`config.mk`:
```
export PLATFORM = sky130hd
export DESIGN_NAME = uart_frame_parser
export DESIGN_NICKNAME = d
export VERILOG_FILES = /design/src/rtl/uart_frame_parser.sv
export SDC_FILE = /design/constraint.sdc
export NUM_CORES = 1
export LEC_CHECK = 0
export CELL_PAD_IN_SITES_DETAIL_PLACEMENT = 1
export CELL_PAD_IN_SITES_GLOBAL_PLACEMENT = 1
export CORE_AREA = 10 10 170 172
export DETAILED_ROUTE_END_ITERATION = 7
export DIE_AREA = 0 0 180 182
export PLACE_DENSITY = 0.57
export SLEW_MARGIN = 40
export SYNTH_ARGS = -nofsm -noshare
export SYNTH_HDL_FRONTEND = slang
export SYNTH_SLANG_ARGS = --single-unit
export TNS_END_PERCENT = 100
```
`constraint.sdc`:
```
create_clock -name clk -period 3.6 [get_ports clk]
set_input_delay 0.9 -clock clk [delete_from_list [all_inputs] [get_ports clk]]
set_output_delay 0.9 -clock clk [all_outputs]
set_load 0.01 [all_outputs]
```
`src/rtl/uart_frame_parser.sv`:
```
// Byte-stream frame parser: HDR0 HDR1 LEN payload CSUM, replaying validated payloads.
// Define FRAME_TIMEOUT_EN to abort partial frames after TIMEOUT_CYC idle clk cycles.
module uart_frame_parser #(
  parameter logic [7:0]  HDR0        = 8'h55,
  parameter logic [7:0]  HDR1        = 8'hAA,
  parameter int unsigned MAX_LEN     = 16,
  parameter int unsigned TIMEOUT_CYC = 100000
) (
  input  logic       clk,
  input  logic       res,
  input  logic [7:0] data_in,
  input  logic       en_data_in,
  output logic [7:0] pay_out,
  output logic       en_pay_out,
  output logic       pay_last,
  output logic       frame_err,
  output logic       busy
);

  localparam int unsigned LW = $clog2(MAX_LEN + 1);
  localparam int unsigned IW = (MAX_LEN > 1) ? $clog2(MAX_LEN) : 1;

  if (MAX_LEN < 1 || MAX_LEN > 255 || TIMEOUT_CYC < 2) begin : g_bad_param
    $error("uart_frame_parser: MAX_LEN must be 1..255 and TIMEOUT_CYC at least 2");
  end

  typedef enum logic [2:0] {StH0, StH1, StLen, StPay, StCsum, StOut} state_e;

  state_e          r_state, w_state_nxt;
  logic [LW-1:0]   r_len, w_len_nxt;
  logic [LW-1:0]   r_idx, w_idx_nxt;
  logic [7:0]      r_csum, w_csum_nxt;
  logic [7:0]      r_buf [MAX_LEN];
  logic [7:0]      r_pay_out, w_pay_nxt;
  logic            r_en_pay_out, w_en_pay_nxt;
  logic            r_pay_last, w_last_nxt;
  logic            r_frame_err, w_err_nxt;
  logic            w_buf_we;
  logic            w_len_ok;
  logic [LW-1:0]   w_idx_inc;
  logic            w_idx_last;
  logic [IW-1:0]   w_buf_idx;

`ifdef FRAME_TIMEOUT_EN
  localparam int unsigned TW = $clog2(TIMEOUT_CYC);
  logic [TW-1:0]   r_tmo_cnt, w_tmo_nxt;
`endif

  assign w_len_ok   = (data_in != 8'd0) && (32'(data_in) <= MAX_LEN);
  assign w_idx_inc  = r_idx + LW'(1);
  assign w_idx_last = (w_idx_inc == r_len);
  assign w_buf_idx  = r_idx[IW-1:0];

  always_comb begin
    w_state_nxt  = r_state;
    w_len_nxt    = r_len;
    w_idx_nxt    = r_idx;
    w_csum_nxt   = r_csum;
    w_pay_nxt    = 8'h00;
    w_en_pay_nxt = 1'b0;
    w_last_nxt   = 1'b0;
    w_err_nxt    = 1'b0;
    w_buf_we     = 1'b0;
`ifdef FRAME_TIMEOUT_EN
    w_tmo_nxt    = '0;
`endif

    unique case (r_state)
      StH0: begin
        if (en_data_in && (data_in == HDR0)) w_state_nxt = StH1;
      end
      StH1: begin
        // A repeated HDR0 keeps us aligned on the newest candidate header.
        if (en_data_in) begin
          if (data_in == HDR1)      w_state_nxt = StLen;
          else if (data_in != HDR0) w_state_nxt = StH0;
        end
      end
      StLen: begin
        if (en_data_in) begin
          if (w_len_ok) begin
            w_len_nxt   = LW'(data_in);
            w_csum_nxt  = data_in;
            w_idx_nxt   = '0;
            w_state_nxt = StPay;
          end else begin
            w_err_nxt   = 1'b1;
            w_state_nxt = StH0;
          end
        end
      end
      StPay: begin
        if (en_data_in) begin
          w_buf_we   = 1'b1;
          w_csum_nxt = r_csum + data_in;
          w_idx_nxt  = w_idx_inc;
          if (w_idx_last) w_state_nxt = StCsum;
        end
      end
      StCsum: begin
        if (en_data_in) begin
          if (data_in == r_csum) begin
            w_idx_nxt   = '0;
            w_state_nxt = StOut;
          end else begin
            w_err_nxt   = 1'b1;
            w_state_nxt = StH0;
          end
        end
      end
      StOut: begin
        // Input strobes are ignored here; the index now walks the buffer for readout.
        w_pay_nxt    = r_buf[w_buf_idx];
        w_en_pay_nxt = 1'b1;
        w_idx_nxt    = w_idx_inc;
        if (w_idx_last) begin
          w_last_nxt  = 1'b1;
          w_idx_nxt   = '0;
          w_state_nxt = StH0;
        end
      end
      default: w_state_nxt = StH0;
    endcase

`ifdef FRAME_TIMEOUT_EN
    // A strobe in the expiry cycle wins; the counter only runs inside a partial frame.
    if (r_state inside {StH1, StLen, StPay, StCsum}) begin
      if (!en_data_in) begin
        if (r_tmo_cnt == TW'(TIMEOUT_CYC - 1)) begin
          w_err_nxt   = 1'b1;
          w_state_nxt = StH0;
        end else begin
          w_tmo_nxt = r_tmo_cnt + TW'(1);
        end
      end
    end
`endif
  end

  always_ff @(posedge clk or posedge res) begin
    if (res) begin
      r_state      <= StH0;
      r_len        <= '0;
      r_idx        <= '0;
      r_csum       <= 8'h00;
      r_pay_out    <= 8'h00;
      r_en_pay_out <= 1'b0;
      r_pay_last   <= 1'b0;
      r_frame_err  <= 1'b0;
    end else begin
      r_state      <= w_state_nxt;
      r_len        <= w_len_nxt;
      r_idx        <= w_idx_nxt;
      r_csum       <= w_csum_nxt;
      r_pay_out    <= w_pay_nxt;
      r_en_pay_out <= w_en_pay_nxt;
      r_pay_last   <= w_last_nxt;
      r_frame_err  <= w_err_nxt;
    end
  end

`ifdef FRAME_TIMEOUT_EN
  always_ff @(posedge clk or posedge res) begin
    if (res) r_tmo_cnt <= '0;
    else     r_tmo_cnt <= w_tmo_nxt;
  end
`endif

  // Payload storage needs no reset; it is always written before being read.
  always_ff @(posedge clk) begin
    if (w_buf_we) r_buf[w_buf_idx] <= data_in;
  end

  assign pay_out    = r_pay_out;
  assign en_pay_out = r_en_pay_out;
  assign pay_last   = r_pay_last;
  assign frame_err  = r_frame_err;
  assign busy       = (r_state == StOut);

endmodule

```
==> Word-level counts from Yosys, hierarchy flattened <==
Memory sizes are Yosys's and may differ from the RTL's.
Index checks and enable logic that the tools add are counted.
{ "classes": {"add_sub_neg": 2, "n_eq_ne": 20, "muxes": 36, "reduce_logical": 10, "magnitude_cmp": 1} }
{ "ops": {"columns": ["operator", "n"], "rows": [
  ["$mux 8", 4],
  ["$mux 3", 10],
  ["$mux 5", 6],
  ["$pmux 5 s4", 1],
  ["$pmux 3 s6", 1],
  ["$ne 2x2->1 const B", 8],
  ["$pmux 8 s2", 1],
  ["$mux 1", 11],
  ["$add 8x8->8", 1],
  ["$eq 8x7->1 const B", 1],
  ["$eq 8x8->1", 1],
  ["$eq 8x8->1 const B", 1],
  ["$le 8x5->1 const B", 1],
  ["$ne 8x7->1 const B", 1],
  ["$reduce_and 8->1", 1],
  ["$reduce_bool 8->1", 1],
  ["$eq 3x2->1 const B", 2],
  ["$eq 3x3->1 const B", 2],
  ["$reduce_and 6->1", 1],
  ["$add 5x1->5 const B", 1],
  ["$eq 5x5->1", 1],
  ["$reduce_and 4->1", 1],
  ["$reduce_bool 4->1", 1],
  ["$eq 3x1->1 const B", 1],
  ["other kinds (8)", 9]
]} }
{ "word_totals": {"reg_bits": 32, "mem_count": 1, "out_inout_bits": 12, "mem_bits_rw": 128} }
{ "mem_list": {"columns": ["memory", "depth", "word_bits", "rd", "rd_ports_with_merged_regs", "write_ports", "line", "rtl"], "rows": [
  ["r_buf", 16, 8, 1, 0, 1, "33", "logic [7:0] r_buf [MAX_LEN];"]
]} }

==> Longest topological paths before layout <==
Gate-level depths: netlist of the first run.
{ "depth": {"depth_word": 5, "ltp_mapped": 10} }

==> Worst setup path before layout of the first run <==
Ideal clock, no wire load.
{ "synth_path": {"path_type": "input to register", "startpoint": "input port data_in[3]", "endpoint": "register r_idx[3]", "cell_stages": 7, "arrival_ps": 2365, "path_slack_ps": 1139, "setup_time_ps": 95, "n_path_buf": 0, "required_ps": 3505, "path_cell_list": "ha_1 -> nor4_1 -> nand3_1 -> o22ai_1 -> a31oi_4 -> or2_1 -> o31ai_1"} }
{ "synth_between": {"elab_chain_cells": 4, "elab_cells_between_ends": 7, "classes_between": "order compare (1); eq/ne (3); reduce/logical (3)"} }
{ "synth_rtl": {"columns": ["element", "line", "rtl"], "rows": [
  ["from (decl)", "11", "input logic [7:0] data_in,"],
  ["$le 8x5->1 or $reduce_bool 8->1 (tied branches)", "49", "assign w_len_ok = (data_in != 8'd0) && (32'(data_in) <= MAX_LEN);"],
  ["$logic_and 1x1->1", "49", null],
  ["$ne 2x2->1 (no line)", null, null],
  ["$reduce_and 6->1 (no line) *", null, null],
  ["to (signal assigned)", "153", "r_idx <= w_idx_nxt;"],
  ["to (decl)", "31", "logic [LW-1:0] r_idx, w_idx_nxt;"]
]} }
Every way passes the cells marked *; elsewhere a longest branch is shown, timed or not.
A chain may end at the register's enable or synchronous reset.

==> Worst setup path after layout of the first run <==
{ "layout_path": {"startpoint": "register r_state[2]", "endpoint": "output port busy"} }
{ "layout_between": {"elab_chain_cells": 1} }
{ "layout_rtl": {"columns": ["element", "line", "rtl"], "rows": [
  ["from (decl)", "29", "state_e r_state, w_state_nxt;"],
  ["from (signal assigned)", "142", "r_state <= StH0;"],
  ["from (signal assigned)", "151", "r_state <= w_state_nxt;"],
  ["$eq 3x3->1", "178", "assign busy = (r_state == StOut);"],
  ["to (decl)", "17", "output logic busy"]
]} }
No other way between the ends.

==> results.md, run 1 <==
* Initial antenna violation count at 0
* FF-to-FF path depth at 7
* Worst-path clk slew at 0.06 ns
* Num ports at 23
* Largest net degree at the start of global routing at 34
* Max Fclk at 324 MHz
* Tcrit/Tclk final at 0.858
* Final core occ at 0.328
* Resize count post-CTS at 0
* Net Count, Synth at 429
* DIE HEIGHT at 182 um
* DRT Wirelength at 17700 um
* Largest family of logic cells by synthesized area: multiplexers
* Status: finished clean
* Final hold vios at 0
* Hold Path Class: flip-flop to flip-flop
* Fill count at 2618
* Placeable Area at 25600 um2
* Layout Skew at 0.0128 ns
* Routability congestion estimate at 0.742
* Place WS at 0.193 ns
* Post-CTS setup buffer count at 0
* Multiplexer share of the synthesized area at 0.151
* Number of global-route vias before repair at 4228
* Arr. time, crit path at 2.19 ns
* Top cells by count, synth: edfxtp_1 (128), dfrtp_1 (32), mux4_1 (21), mux4_2 (19), nand2_1 (19)
* Worst Path Max Fanout at 9
* Worst setup slack after layout at 0.513 ns
* Die Wd at 180 um
* WHS Endpoint: r_csum[2]
* Later-pin clock latency in the skew report at 0.43 ns
* PD cells at 510 nW/um2
* Area share of and/or/nand/nor cells after synthesis at 0.0727
* Setup-failing EPs final at 0
* Top-count cell post-synth: edfxtp_1
* DIE AREA at 32800 um2
* Hold Path Origin: r_csum[2]
* Reg2Reg Setup Slack at 0.84 ns
* Cell area after synthesis at 7040 um2
* Post-route ant nets at 0
* Rel. slew slack at 0.582
* Root Buffer: clkbuf_16
* Synth top area cells: edfxtp_1 (55%), dfrtp_1 (11%), mux4_1 (7.8%)
* WP data required at 2.70 ns
* Reg-to-reg startpoint: r_idx[0]
* Fraction of layout cells with a size suffix above 1 at 0.196
* Compound-Gate Fraction of Synth Area at 0.0510
* Starting Density at 0.275
* CTS tree: yes
* Distinct cells, synth at 58
* Leakage power at 0.00293 uW
* Multi-input logic area at 2200 um2
* Synth-to-Final Area Change at 19.5%
* Register Area at 4650 um2
* CTS sink cnt at 160
* HPWL Detailed at 11900 um
* TritonRoute pass-1 iters at 5
* Pins Over Slew Limit at 0
* Via density at 4.78
* Routed vias at 3867
* Yosys Warn Count at 0
* H-tree Lvls at 4
* Max Buffers Root-to-Sink at 2
* Final net count at 484
* XOR/XNOR share of the synthesized area at 0.0137
* Seq cells post-synth at 160
* R2r endpoint: r_idx[3]
* Port buffer count at 22
* Tmin final at 3.09 ns
* Hold path depth at 2
* Syn Inst Count at 406
* Total grt overflow at 0
* Worst Path Class, Setup: flip-flop to primary output
* Worst Max-Slew Pin Slew at 0.625 ns
* Initial DRC count at 223
* Critical path startpoint category: flip-flop
* Ys flop type: edfxtp_1
* Crit path capture type: primary output
* Max_cap viols at 0
* Avg Cell Area, Syn at 17.3 um2
* WL/cell at 21.9 um
* # rows at 59
* Seq/Total Area, Yosys at 0.660
* Remaining DRCs at 0
* IR drop worst, VDD at 0.000263 V
* Total inserted antenna cells at 0
* Hold-fix buffers, CTS at 0
* Ys async rst share at 0.200
* Inserted Clock Buffers at 17
* Synth top area share at 0.546
* Adder-cell area share of the yosys netlist at 0.0224
* First-pass GRT wire length at 26700 um
* Synth area leader: edfxtp_1
* Total track usage at 0.109
* EDFF count, synth at 128
* Fin Setup TNS at 0 ns
* Unrepaired setup endpoints after global routing: false
## how the worst max path moves through the flow
| stage | start | to | slack [ns] | cells after the start |
|---|---|---|---|---|
| 6_report | r_state[2] | busy | 0.51 | 4 |
| 5_1_grt | r_state[2] | busy | 0.36 | 4 |
| 4_1_cts | r_state[2] | busy | 0.46 | 4 |
| 3_5_place_dp | data_in[3] | r_idx[3] | 0.19 | 8 |
| 3_3_place_gp | data_in[3] | r_idx[3] | 0.24 | 8 |
| 2_1_floorplan | data_in[3] | r_idx[3] | 1.14 | 7 |
## through the flow
step | cell area [um2] | total power [uW] | instances | hold slack (ns)
detailed placement | 7820 | 2490 | 777 | 0.485
CTS | 8410 | 4340 | 809 | 0.500
global placement | 7810 | 2480 | 777 | 0.476
floorplan | 7040 | 2370 | 406 | 0.460
finish | 8410 | 4290 | 809 | 0.501
global route | 8410 | 4440 | 809 | 0.531
## area by class of cell
cell class / instances / area share
flip-flops and latches: 160 / 0.552
multi-input cells: 215 / 0.261
repair buffers: 56 / 0.0610
clock buffers: 17 / 0.0506
well taps: 335 / 0.0498
clock inverters: 15 / 0.0204
inverters: 11 / 0.00491
## routing by layer
metal | up-vias | routed length (um) | global-route usage
li1 | 1728 | - | -
met1 | 2033 | 7110 | 0.125
met2 | 90 | 9490 | 0.197
met3 | 16 | 858 | 0.0245
met4 | 0 | 239 | 0.0324
met5 | - | 0 | 0
## critical path, stage by stage, from the launching register on
cell and delay, ns:
dfrtp_1 0.55, nor2b_1 0.36, nand2_1 0.15, inv_1 0.12, clkdlybuf4s50_1 0.57
## report_power, final
group	internal [uW]	total (uW)	switching (uW)
registers	2020	2100	84.5
clock network	1050	1840	797
logic	177	341	164
total	3240	4290	1050
## flip-flops by register name, summed over array words and instances (netlist names)
signal / cells
en_pay_out: 1
frame_err: 1
r_csum: 8
r_idx: 5
r_state: 3
r_buf: 128
pay_out: 8
pay_last: 1
r_len: 5
## placed cells by master, fill, tap and decap left out, drive strengths merged, types with 3 or more instances in the layout
| master | instances |
|---|---|
| nor3 | 5 |
| and2 | 11 |
| clkdlybuf4s50 | 22 |
| xor2 | 3 |
| xnor2 | 8 |
| a21boi | 3 |
| buf | 34 |
| ha | 11 |
| mux2i | 4 |
| a21oi | 7 |
| clkbuf | 17 |
| inv | 19 |
| nor2 | 17 |
| nand3 | 8 |
| nor4 | 4 |
| mux2 | 4 |
| o211ai | 3 |
| edfxtp | 128 |
| a22o | 3 |
| nand2 | 19 |
| o31ai | 3 |
| o21ai | 14 |
| clkinv | 4 |
| nor2b | 13 |
| mux4 | 40 |
| dfrtp | 32 |
| nand4b | 3 |
| and3 | 6 |
## kinds of logic after synthesis
family / after synthesis
flip-flops: 160
multiplexers: 48
AO/OA/AOI/OAI: 51
buffers and inverters: 31
XOR/XNOR: 11
adder cells (fa/ha/maj): 12
AND/OR/NAND/NOR: 93
No activity file was read; power rests on OpenSTA's default activity.
==> run 2: changes to the inputs <==
--- a/config.mk
+++ b/config.mk
@@ -8,6 +8,7 @@
 export CELL_PAD_IN_SITES_DETAIL_PLACEMENT = 1
 export CELL_PAD_IN_SITES_GLOBAL_PLACEMENT = 1
 export CORE_AREA = 10 10 170 172
+export CTS_BUF_LIST = sky130_fd_sc_hd__clkbuf_4 sky130_fd_sc_hd__clkbuf_8
 export DETAILED_ROUTE_END_ITERATION = 7
 export DIE_AREA = 0 0 180 182
 export PLACE_DENSITY = 0.57
==> results.md, run 2 (synthesized netlist as in run 1, its figures left out) <==
* Status: finished clean (unchanged)
* Synth-to-Final Area Change at 16.8% (was 19.5%)
* Final Power at 3830 uW (was 4290 uW)
* R2r endpoint: r_idx[3] (unchanged)
* Inserted Clock Buffers at 17 (unchanged)
* Initial DRC count at 209 (was 223)
* Pins Over Slew Limit at 0 (unchanged)
* Total grt overflow at 0 (unchanged)
* Total inserted antenna cells at 0 (unchanged)
* Largest net degree at the start of global routing at 34 (unchanged)
* WL/cell at 22.1 um (was 21.9 um)
* Fin Setup TNS at 0 ns (unchanged)
* Comb pwr share at 0.089 (was 0.080)
* Fraction of layout cells with a size suffix above 1 at 0.196 (unchanged)
* Critical path startpoint category: flip-flop (unchanged)
* Routed vias at 3844 (was 3867)
* Root Buffer: clkbuf_8 (was clkbuf_16)
* First-pass GRT wire length at 26800 um (was 26700 um)
* Final net count at 484 (unchanged)
* Unrepaired setup endpoints after global routing: false (unchanged)
* Crit path capture type: primary output (unchanged)
* Clock share of power at 0.362 (was 0.430)
* IR drop worst, VDD at 0.000212 V (was 0.000263 V)
* Reg-to-reg startpoint: r_idx[0] (unchanged)
* Max_cap viols at 0 (unchanged)
* Placeable Area at 25600 um2 (unchanged)
* Hold Path Origin: r_csum[2] (unchanged)
* CTS tree: yes (unchanged)
* Post-route ant nets at 0 (unchanged)
* Worst setup slack after layout at 0.428 ns (was 0.513 ns)
* WHS Endpoint: r_csum[2] (unchanged)
* Worst path max stage delay at 0.58 ns (was 0.57 ns)
* Via density at 4.75 (was 4.78)
* Final hold vios at 0 (unchanged)
* Dpl cell area at 7820 um2 (unchanged)
* Worst-path clk slew at 0.09 ns (was 0.06 ns)
* Resize count post-CTS at 0 (unchanged)
* Tcrit/Tclk final at 0.881 (was 0.858)
* TritonRoute pass-1 iters at 4 (was 5)
* Max Fclk at 315 MHz (was 324 MHz)
* Crit-path leading delay family: buffers and inverters (unchanged)
* Starting Density at 0.275 (unchanged)
* Leakage power at 0.00284 uW (was 0.00293 uW)
* DIE AREA at 32800 um2 (unchanged)
* Fill count at 2647 (was 2618)
* Layout Skew at 0.0105 ns (was 0.0128 ns)
* Total track usage at 0.109 (about the same)
* Routed length on met2 at 9640 um (was 9490 um)
* FF-to-FF path depth at 7 (unchanged)
* Buf/Inv on CP at 2 (unchanged)
* Worst Max-Slew Pin Slew at 0.646 ns (was 0.625 ns)
* Net Sw Frac at 0.259 (was 0.244)
* HPWL Detailed at 11900 um (unchanged)
* Initial antenna violation count at 0 (unchanged)
* Num ports at 23 (unchanged)
* Largest Register: r_buf (unchanged)
* Rel. slew slack at 0.568 (was 0.582)
* Max Used Layer: met4 (unchanged)
* Final core occ at 0.321 (was 0.328)
* Place WS at 0.193 ns (unchanged)
* Hold Path Class: flip-flop to flip-flop (unchanged)
* Remaining DRCs at 0 (unchanged)
* Later-pin clock latency in the skew report at 0.46 ns (was 0.43 ns)
* Post-CTS setup buffer count at 0 (unchanged)
* WP data required at 2.70 ns (about the same)
* DR WL met3 at 718 um (was 858 um)
* Hold path depth at 2 (unchanged)
* Max Buffers Root-to-Sink at 2 (unchanged)
* Design area at 8220 um2 (was 8410 um2)
* Hold-fix buffers, CTS at 0 (unchanged)
* Arr. time, crit path at 2.27 ns (was 2.19 ns)
* Setup-failing EPs final at 0 (unchanged)
* Internal power at 2840 uW (was 3240 uW)
* DIE HEIGHT at 182 um (unchanged)
* Die Wd at 180 um (unchanged)
* Max reg flops at 128 (unchanged)
* CTS sink cnt at 160 (unchanged)
* Met1 wire length at 7280 um (was 7110 um)
* Most frequent cells in the layout: edfxtp_1 (128), buf_4 (31), dfrtp_1 (30) (unchanged)
* Reg2Reg Setup Slack at 0.81 ns (was 0.84 ns)
* H-tree Lvls at 4 (unchanged)
* Net Switching at 993 uW (was 1050 uW)
* Number of global-route vias before repair at 4227 (was 4228)
* Tmin final at 3.17 ns (was 3.09 ns)
* Sequential share of power at 0.549 (was 0.491)
* CP max-delay cell: dfrtp_1 (was clkdlybuf4s50_1)
* DRT Wirelength at 17900 um (was 17700 um)
* Routability congestion estimate at 0.742 (unchanged)
* PD cells at 466 nW/um2 (was 510 nW/um2)
* # rows at 59 (unchanged)
* Commonest non-fill, non-tap cell in the layout: edfxtp_1 (unchanged)
* Worst Path Max Fanout at 9 (unchanged)
* Worst-path cell chain: nor2b_1 -> nand2_1 -> inv_1 -> clkdlybuf4s50_1 (unchanged)
* Worst Path Class, Setup: flip-flop to primary output (unchanged)
* Port buffer count at 22 (unchanged)
[run 2: cell counts in the layout (fill, tap and decap cells not counted)]
No cell type changed its count.
[run 2: worst max-delay path by stage]
stage | start | endpoint | slack (ns) | cells after the start
after CTS | r_state[2] | busy | 0.40 | 4
after global routing | r_state[2] | busy | 0.31 | 4
after global placement | data_in[3] | r_idx[3] | 0.24 | 8
after detailed placement | data_in[3] | r_idx[3] | 0.19 | 8
final | r_state[2] | busy | 0.43 | 4
after floorplan | data_in[3] | r_idx[3] | 1.14 | 7
[run 2: through the flow]
| stage | hold WS [ns] | cells |
|---|---|---|
| 2_1_floorplan | 0.460 | 406 |
| 3_3_place_gp | 0.476 | 777 |
| 3_5_place_dp | 0.485 | 777 |
| 4_1_cts | 0.506 | 809 |
| 5_1_grt | 0.538 | 809 |
| 6_report | 0.507 | 809 |
[run 2: area by class of cell]
class	count	area, um2	area share
Sequential cell	160	4650	0.565
Timing Repair Buffer	56	513	0.0624
Inverter	11	41.3	0.00502
Multi-Input combinational cell	215	2200	0.267
Clock buffer	17	234	0.0285
Tap cell	335	419	0.0510
Clock inverter	15	171	0.0208
[run 2: per-layer routing]
metal,up-vias,global-route usage
li1,1719,-
met1,2037,0.126
met2,76,0.196
met3,12,0.0250
met4,0,0.0341
met5,-,0
[run 2: power by group through the flow]
stage          registers, uW  clock network (uW)  logic, uW
2_1_floorplan           2070                   0        298
3_3_place_gp            2140                   0        338
3_5_place_dp            2140                   0        345
4_1_cts                 2100                1420        346
5_1_grt                 2110                1500        371
6_report                2100                1380        341
[run 2: worst register-to-register path: cells and delay by family, from the launching register on]
kind	cells	cell delay (ns)
adder cells (fa/ha/maj)	1	0.50
AND/OR/NAND/NOR	1	0.31
flip-flops	1	0.61
AO/OA/AOI/OAI	5	1.27
==> run 3: changes to the inputs <==
--- a/config.mk
+++ b/config.mk
@@ -9,6 +9,7 @@
 export CELL_PAD_IN_SITES_GLOBAL_PLACEMENT = 1
 export CORE_AREA = 10 10 170 172
 export CTS_BUF_LIST = sky130_fd_sc_hd__clkbuf_4 sky130_fd_sc_hd__clkbuf_8
+export CTS_CLUSTER_DIAMETER = 40
 export DETAILED_ROUTE_END_ITERATION = 7
 export DIE_AREA = 0 0 180 182
 export PLACE_DENSITY = 0.57
==> results of run 3 <==
Final layout, timing and power as in run 2 (identical DEF).
